## src/rtl/rr_dispatch.sv

```systemverilog
// rr_dispatch: one upstream stream is handed to exactly one of NumOut outputs.
// The target is picked round-robin among enabled outputs. Once a beat is
// offered, the target is locked until that beat is taken, so valid_o and
// data_o stay stable. An optional one-entry spill buffer decouples ready_o
// from the downstream ready_i.
module rr_dispatch #(
    parameter int unsigned  NumOut    = 4,
    parameter int unsigned  DataWidth = 32,
    parameter type          DataType  = logic [DataWidth-1:0],
    parameter bit           ExtPrio   = 1'b0,
    parameter bit           SpillReg  = 1'b0,
    localparam int unsigned IdxWidth  = (NumOut > 1) ? $clog2(NumOut) : 1,
    localparam type         idx_t     = logic [IdxWidth-1:0]
) (
    input  logic              clk_i,
    input  logic              rst_ni,
    input  logic              flush_i,
    input  idx_t              rr_i,
    input  logic [NumOut-1:0] en_i,
    input  logic              valid_i,
    output logic              ready_o,
    input  DataType           data_i,
    output logic [NumOut-1:0] valid_o,
    input  logic [NumOut-1:0] ready_i,
    output DataType           data_o,
    output idx_t              idx_o
);

    logic              stage_valid_s;
    DataType           stage_data_s;
    logic [NumOut-1:0] en_eff_s;
    idx_t              rr_s;
    idx_t              target_s;
    idx_t              cand_s;
    idx_t              rr_next_s;
    idx_t              nxt_cand_s;
    logic              has_target_s;
    logic              valid_out_s;
    logic              ready_sel_s;
    logic              hs_s;

    idx_t              rr_q, rr_d;
    logic              lock_q, lock_d;
    idx_t              lock_idx_q, lock_idx_d;

    // A single output has nothing to choose between, so its enable is ignored.
    assign en_eff_s = (NumOut == 1) ? {NumOut{1'b1}} : en_i;
    assign rr_s     = ExtPrio ? rr_i : rr_q;

    // Target: the held lock index, else the first enabled output from rr on.
    // Offsets are scanned high to low so the smallest matching offset wins.
    always_comb begin
        target_s = idx_t'((32'(rr_s)) % NumOut);
        cand_s   = target_s;
        for (int unsigned n = 0; n < NumOut; n++) begin
            cand_s   = idx_t'((32'(rr_s) + (NumOut - 1 - n)) % NumOut);
            target_s = en_eff_s[cand_s] ? cand_s : target_s;
        end
        target_s = lock_q ? lock_idx_q : target_s;
    end

    // Successor pointer: first enabled output strictly after the target,
    // falling back to the target itself when it is the only one enabled.
    always_comb begin
        rr_next_s  = target_s;
        nxt_cand_s = target_s;
        for (int unsigned n = 0; n + 1 < NumOut; n++) begin
            nxt_cand_s = idx_t'((32'(target_s) + (NumOut - 1 - n)) % NumOut);
            rr_next_s  = en_eff_s[nxt_cand_s] ? nxt_cand_s : rr_next_s;
        end
    end

    assign has_target_s = lock_q | (|en_eff_s);
    assign valid_out_s  = stage_valid_s & has_target_s;
    assign ready_sel_s  = ready_i[target_s];
    assign hs_s         = valid_out_s & ready_sel_s;

    // One-hot valid per output; reset removes it immediately.
    for (genvar k = 0; k < NumOut; k++) begin : g_valid
        assign valid_o[k] = rst_ni & valid_out_s & (target_s == idx_t'(k));
    end

    assign data_o = stage_data_s;
    assign idx_o  = target_s;

    // Pointer and lock update; flush wins over a same-cycle handshake.
    always_comb begin
        rr_d       = rr_q;
        lock_d     = lock_q;
        lock_idx_d = lock_idx_q;
        if (flush_i) begin
            rr_d       = '0;
            lock_d     = 1'b0;
            lock_idx_d = '0;
        end else if (hs_s) begin
            lock_d = 1'b0;
            rr_d   = ExtPrio ? rr_q : rr_next_s;
        end else if (valid_out_s) begin
            lock_d     = 1'b1;
            lock_idx_d = target_s;
        end else begin
            lock_d = lock_q;
        end
    end

    // Pointer and lock registers.
    always_ff @(posedge clk_i or negedge rst_ni) begin
        if (!rst_ni) begin
            rr_q       <= '0;
            lock_q     <= 1'b0;
            lock_idx_q <= '0;
        end else begin
            rr_q       <= rr_d;
            lock_q     <= lock_d;
            lock_idx_q <= lock_idx_d;
        end
    end

    if (SpillReg) begin : g_spill
        logic    full_q, full_d;
        DataType buf_q, buf_d;

        // Accept whenever the slot is empty or is being drained this cycle.
        assign ready_o       = ~full_q | hs_s;
        assign stage_valid_s = full_q;
        assign stage_data_s  = buf_q;

        // Buffer fill/drain; a write during a drain keeps it full with new data.
        always_comb begin
            full_d = full_q;
            buf_d  = buf_q;
            if (flush_i) begin
                full_d = 1'b0;
            end else if (valid_i && ready_o) begin
                full_d = 1'b1;
                buf_d  = data_i;
            end else if (hs_s) begin
                full_d = 1'b0;
            end else begin
                full_d = full_q;
            end
        end

        // Buffer registers.
        always_ff @(posedge clk_i or negedge rst_ni) begin
            if (!rst_ni) begin
                full_q <= 1'b0;
                buf_q  <= '0;
            end else begin
                full_q <= full_d;
                buf_q  <= buf_d;
            end
        end
    end else begin : g_pass
        assign stage_valid_s = valid_i;
        assign stage_data_s  = data_i;
        assign ready_o       = ready_sel_s & has_target_s;
    end

endmodule

```

## config.mk

```make
export PLATFORM = sky130hd
export DESIGN_NAME = rr_dispatch
export DESIGN_NICKNAME = d
export VERILOG_FILES = /design/src/rtl/rr_dispatch.sv
export SDC_FILE = /design/constraint.sdc
export NUM_CORES = 1
export LEC_CHECK = 0
export CAP_MARGIN = 20
export CORE_ASPECT_RATIO = 1.5
export CORE_UTILIZATION = 36
export CTS_BUF_LIST = sky130_fd_sc_hd__clkbuf_2 sky130_fd_sc_hd__clkbuf_4 sky130_fd_sc_hd__clkbuf_8
export CTS_CLUSTER_SIZE = 24
export DETAILED_ROUTE_END_ITERATION = 8
export HOLD_SLACK_MARGIN = 0.03
export PLACE_DENSITY_LB_ADDON = 0.3
export SLEW_MARGIN = 25
export SYNTH_ARGS = -nofsm -noshare
export SYNTH_HDL_FRONTEND = slang
export SYNTH_SLANG_ARGS = --single-unit
```

## constraint.sdc

```tcl
create_clock -name clk_i -period 5.1 [get_ports clk_i]
set_input_delay 1.275 -clock clk_i [delete_from_list [all_inputs] [get_ports clk_i]]
set_output_delay 1.275 -clock clk_i [all_outputs]
set_load 0.005 [all_outputs]
```

==> results of run 1 <==
state kept, by name, indices dropped and copies added (netlist names):
| signal | cells |
|---|---|
| lock_idx_q | 2 |
| lock_q | 1 |
| rr_q | 2 |
worst register-to-register path: cells and delay by family, from the launching register on:
kind | cells | cell delay (ns)
adder cells (fa/ha/maj) | 1 | 0.28
buffers and inverters | 2 | 0.24
AND/OR/NAND/NOR | 2 | 0.39
AO/OA/AOI/OAI | 5 | 1.38
flip-flops | 1 | 0.45
synthesized netlist by cell type (2+ instances only):
master | n | area share (%)
nor2_1 | 5 | 1.8
nand2b_1 | 5 | 3.0
nor2b_1 | 3 | 1.8
buf_4 | 33 | 24
a21oi_1 | 3 | 1.5
a31oi_1 | 2 | 1.2
nand4_1 | 2 | 1.2
and2_1 | 4 | 2.4
a211o_1 | 2 | 1.7
buf_2 | 5 | 2.4
o21ai_0 | 3 | 1.5
a31o_2 | 2 | 1.7
o21ai_1 | 2 | 0.97
dfrtp_1 | 5 | 12
and3_1 | 6 | 3.6
o221ai_1 | 2 | 1.7
nor3_1 | 4 | 1.9
ha_1 | 2 | 2.4
o32ai_1 | 2 | 1.7
nand2_1 | 9 | 3.3
nand3_1 | 5 | 2.4
mux2i_1 | 2 | 1.9
inv_1 | 4 | 1.5
final cells by class:
class / instances / area (µm²) / area share [%]
inverter: 6 / 35.03 / 3.267
timing repair buffer: 25 / 232.7 / 21.70
tap: 37 / 46.29 / 4.317
multi-input combinational: 84 / 584.3 / 54.49
clock buffer: 4 / 48.80 / 4.551
sequential: 5 / 125.1 / 11.67
worst paths after layout:
kind / startpoint / to / slack [ns] / cells after the start
worst max-delay path: en_i[2] / ready_o / 0.22 / 8
worst min-delay path: lock_idx_q[1]$_DFFE_PN0P_ / lock_idx_q[1]$_DFFE_PN0P_ / 0.51 / 2
worst max register to register: rr_q[1]$_DFFE_PN0N_ / rr_q[1]$_DFFE_PN0N_ / 2.25 / 10
worst min register to register: lock_idx_q[1]$_DFFE_PN0P_ / lock_idx_q[1]$_DFFE_PN0P_ / 0.51 / 2
max in group asynchronous: rst_ni / lock_idx_q[1]$_DFFE_PN0P_ / 3.56 / 1
min in group asynchronous: rst_ni / rr_q[0]$_DFFE_PN0N_ / 1.31 / 1
kinds of logic (layout without fill, tap and decap cells):
group / after synthesis / count (layout)
AO/OA/AOI/OAI: 32 / 32
AND/OR/NAND/NOR: 48 / 48
adder cells (fa/ha/maj): 2 / 2
multiplexers: 2 / 2
flip-flops: 5 / 5
buffers and inverters: 46 / 35
cell usage in the layout, fill, tap and decap left out, types with 3 or more instances in the layout:
cell type,instances
clkdlybuf4s50_1,18
nand2_1,9
buf_4,7
and3_1,6
nand2b_1,5
nand3_1,5
nor2_1,5
dfrtp_1,5
and2_1,4
inv_1,4
nor3_1,4
nor2b_1,3
o21ai_0,3
a21oi_1,3
clkbuf_8,3
report_power, final:
| group | internal, mW | switching [mW] | total (mW) |
|---|---|---|---|
| clock | 0.0590 | 0.0202 | 0.0792 |
| combinational | 0.0882 | 0.0909 | 0.179 |
| sequential | 0.0457 | 0.00952 | 0.0552 |
stage by stage:
stage               area (µm²)  hold WS, ns
floorplan                 1032       0.4771
global placement          1023       0.5003
detailed placement        1023       0.5117
CTS                       1072       0.5163
global route              1072       0.5423
finish                    1072       0.5075
layer usage:
layer / vias up / part of all wire [%] / GRT usage, %
met3: 10 / 7.9 / 5.882
met4: 0 / 2.8 / 8.824
met1: 434 / 33 / 17.31
met2: 59 / 56 / 32.68
li1: 432 / - / -
met5: - / 0 / 0
==> impl_metrics.yaml, run 1 <==
power:
  p_leak_nw: 0.4438
  vdd_drop_max_v: 0.0001718
  power_density_nw_per_um2: 292.4
  total_power_mw: 0.3135
yosys:
  synthArstFlopShare_pct: 100.0
  syn_area_um2: 1032
  ys_seq_elements: 5
  ys_seq_area_share_pct: 12.12
  synth_simple_gate_area_share_pct: 25.82
  synth-edff-count: 0
  synth_top_family_by_area: "buffers and inverters"
  synth-xor-area-share_pct: 0
  ys.warnings.count: 0
  synth_compound_area_share_pct: 26.42
  syn-num-nets: 183
  synthMuxAreaShare_pct: 1.939
  synth_fa_ha_area_share_pct: 2.424
  ys.flop_type: "dfrtp_1"
  synth_cells: 135
  synth_area_per_cell_um2: 7.646
  synth.distinct_cells: 46
layout:
  finalNetCount: 173
  n_fill_cell: 294
  fin_cells: 161
  fin_util_pct: 39.64
  final_layout_size_suffix_gt1_share_pct: 16.94
  n_antenna_cell: 0
  area.growth.synth_to_final_pct: 3.879
worst_setup_path:
  required_ns: 3.83
  crit_chain: "clkdlybuf4s50_1, nor2_1, a211o_1, a21oi_2, inv_2, o21ai_1, and2_1, clkdlybuf4s50_1"
  end_kind: "primary output"
  cpMostUsedCell: "clkdlybuf4s50_1"
  crit_type: "primary input to primary output"
  cp_slowest_stage_delay_ns: 0.68
  cp-start-kind: "primary input"
  cp_num_buf_inv: 3
  slowest_stage: "clkdlybuf4s50_1"
  worstPathMaxFanout: 9
  arrival_ns: 3.61
  crit_family: "buffers and inverters"
place:
  gp_congestion: 0.8790
  portBuffers: 18
  dpl_worst_slack_ns: 0.2359
  dp.cells: 157
  place_hpwl_mm: 1.985
timing:
  period_needed_ns: 4.885
  finalSetupViolations: 0
  tightest_slew_ns: 0.4060
  slew_viol_final: 0
  final_hold_viol_count: 0
  period_share_pct: 95.78
  rsz0062_at_grt: "false"
  setup_slack_ns: 0.2154
  fin_tns_setup_ns: 0
  relSlewSlack_pct: 72.85
  skew_ns: 0.001112
  fmax_mhz: 204.7
route:
  first_iter_violations: 20
  vias_per_cell: 5.807
  drt_wl_total_mm: 2.435
  drc: 0
  dr.pass1.iters: 4
  antenna_left: 0
  wl_per_cell_um: 15.12
  vias: 935
global_routing:
  grt_max_degree: 12
  grt_pass1_wl_mm: 4.091
  grt_usage_pct: 17.93
  grt_overflow_total: 0
  grt_pass1_vias: 961
  antenna_found_initial: 0
floorplan:
  rows: 23
  core_area_um2: 2705
  floorplan.initialDensity_pct: 38.16
  die_x_um: 45.72
  die_area_um2: 3090
  io_pins: 85
  die_y_um: 67.58
clock_tree:
  cts_setup_buffers: 0
  cts_sinks: 5
  cts_hold_buffers: 0
  cts_buffer_depth: 2
  clkTransAtPathRegs_ns: 0.03
  h-tree-depth: 1
  clk_latency_ns: 0.22
  cts-root-buf: "clkbuf_8"
  numCtsBuffers: 3
  ctsResizeCount: 0
  cts_tree: "done"
status:
  status: "finished, final reports clean"
run:
  maxCapViolCount: 0
worst_hold_path:
  hp-class: "register to register"
Power figures use the tool's default switching activity.
==> inputs of run 2 (changes only) <==
--- a/config.mk
+++ b/config.mk
@@ -9,6 +9,7 @@
 export CORE_ASPECT_RATIO = 1.5
 export CORE_UTILIZATION = 36
 export CTS_BUF_LIST = sky130_fd_sc_hd__clkbuf_2 sky130_fd_sc_hd__clkbuf_4 sky130_fd_sc_hd__clkbuf_8
+export CTS_CLUSTER_DIAMETER = 40
 export CTS_CLUSTER_SIZE = 24
 export DETAILED_ROUTE_END_ITERATION = 8
 export HOLD_SLACK_MARGIN = 0.03
==> results of run 2 <==
No change in the layout: final DEF, timing and power equal those of run 1.
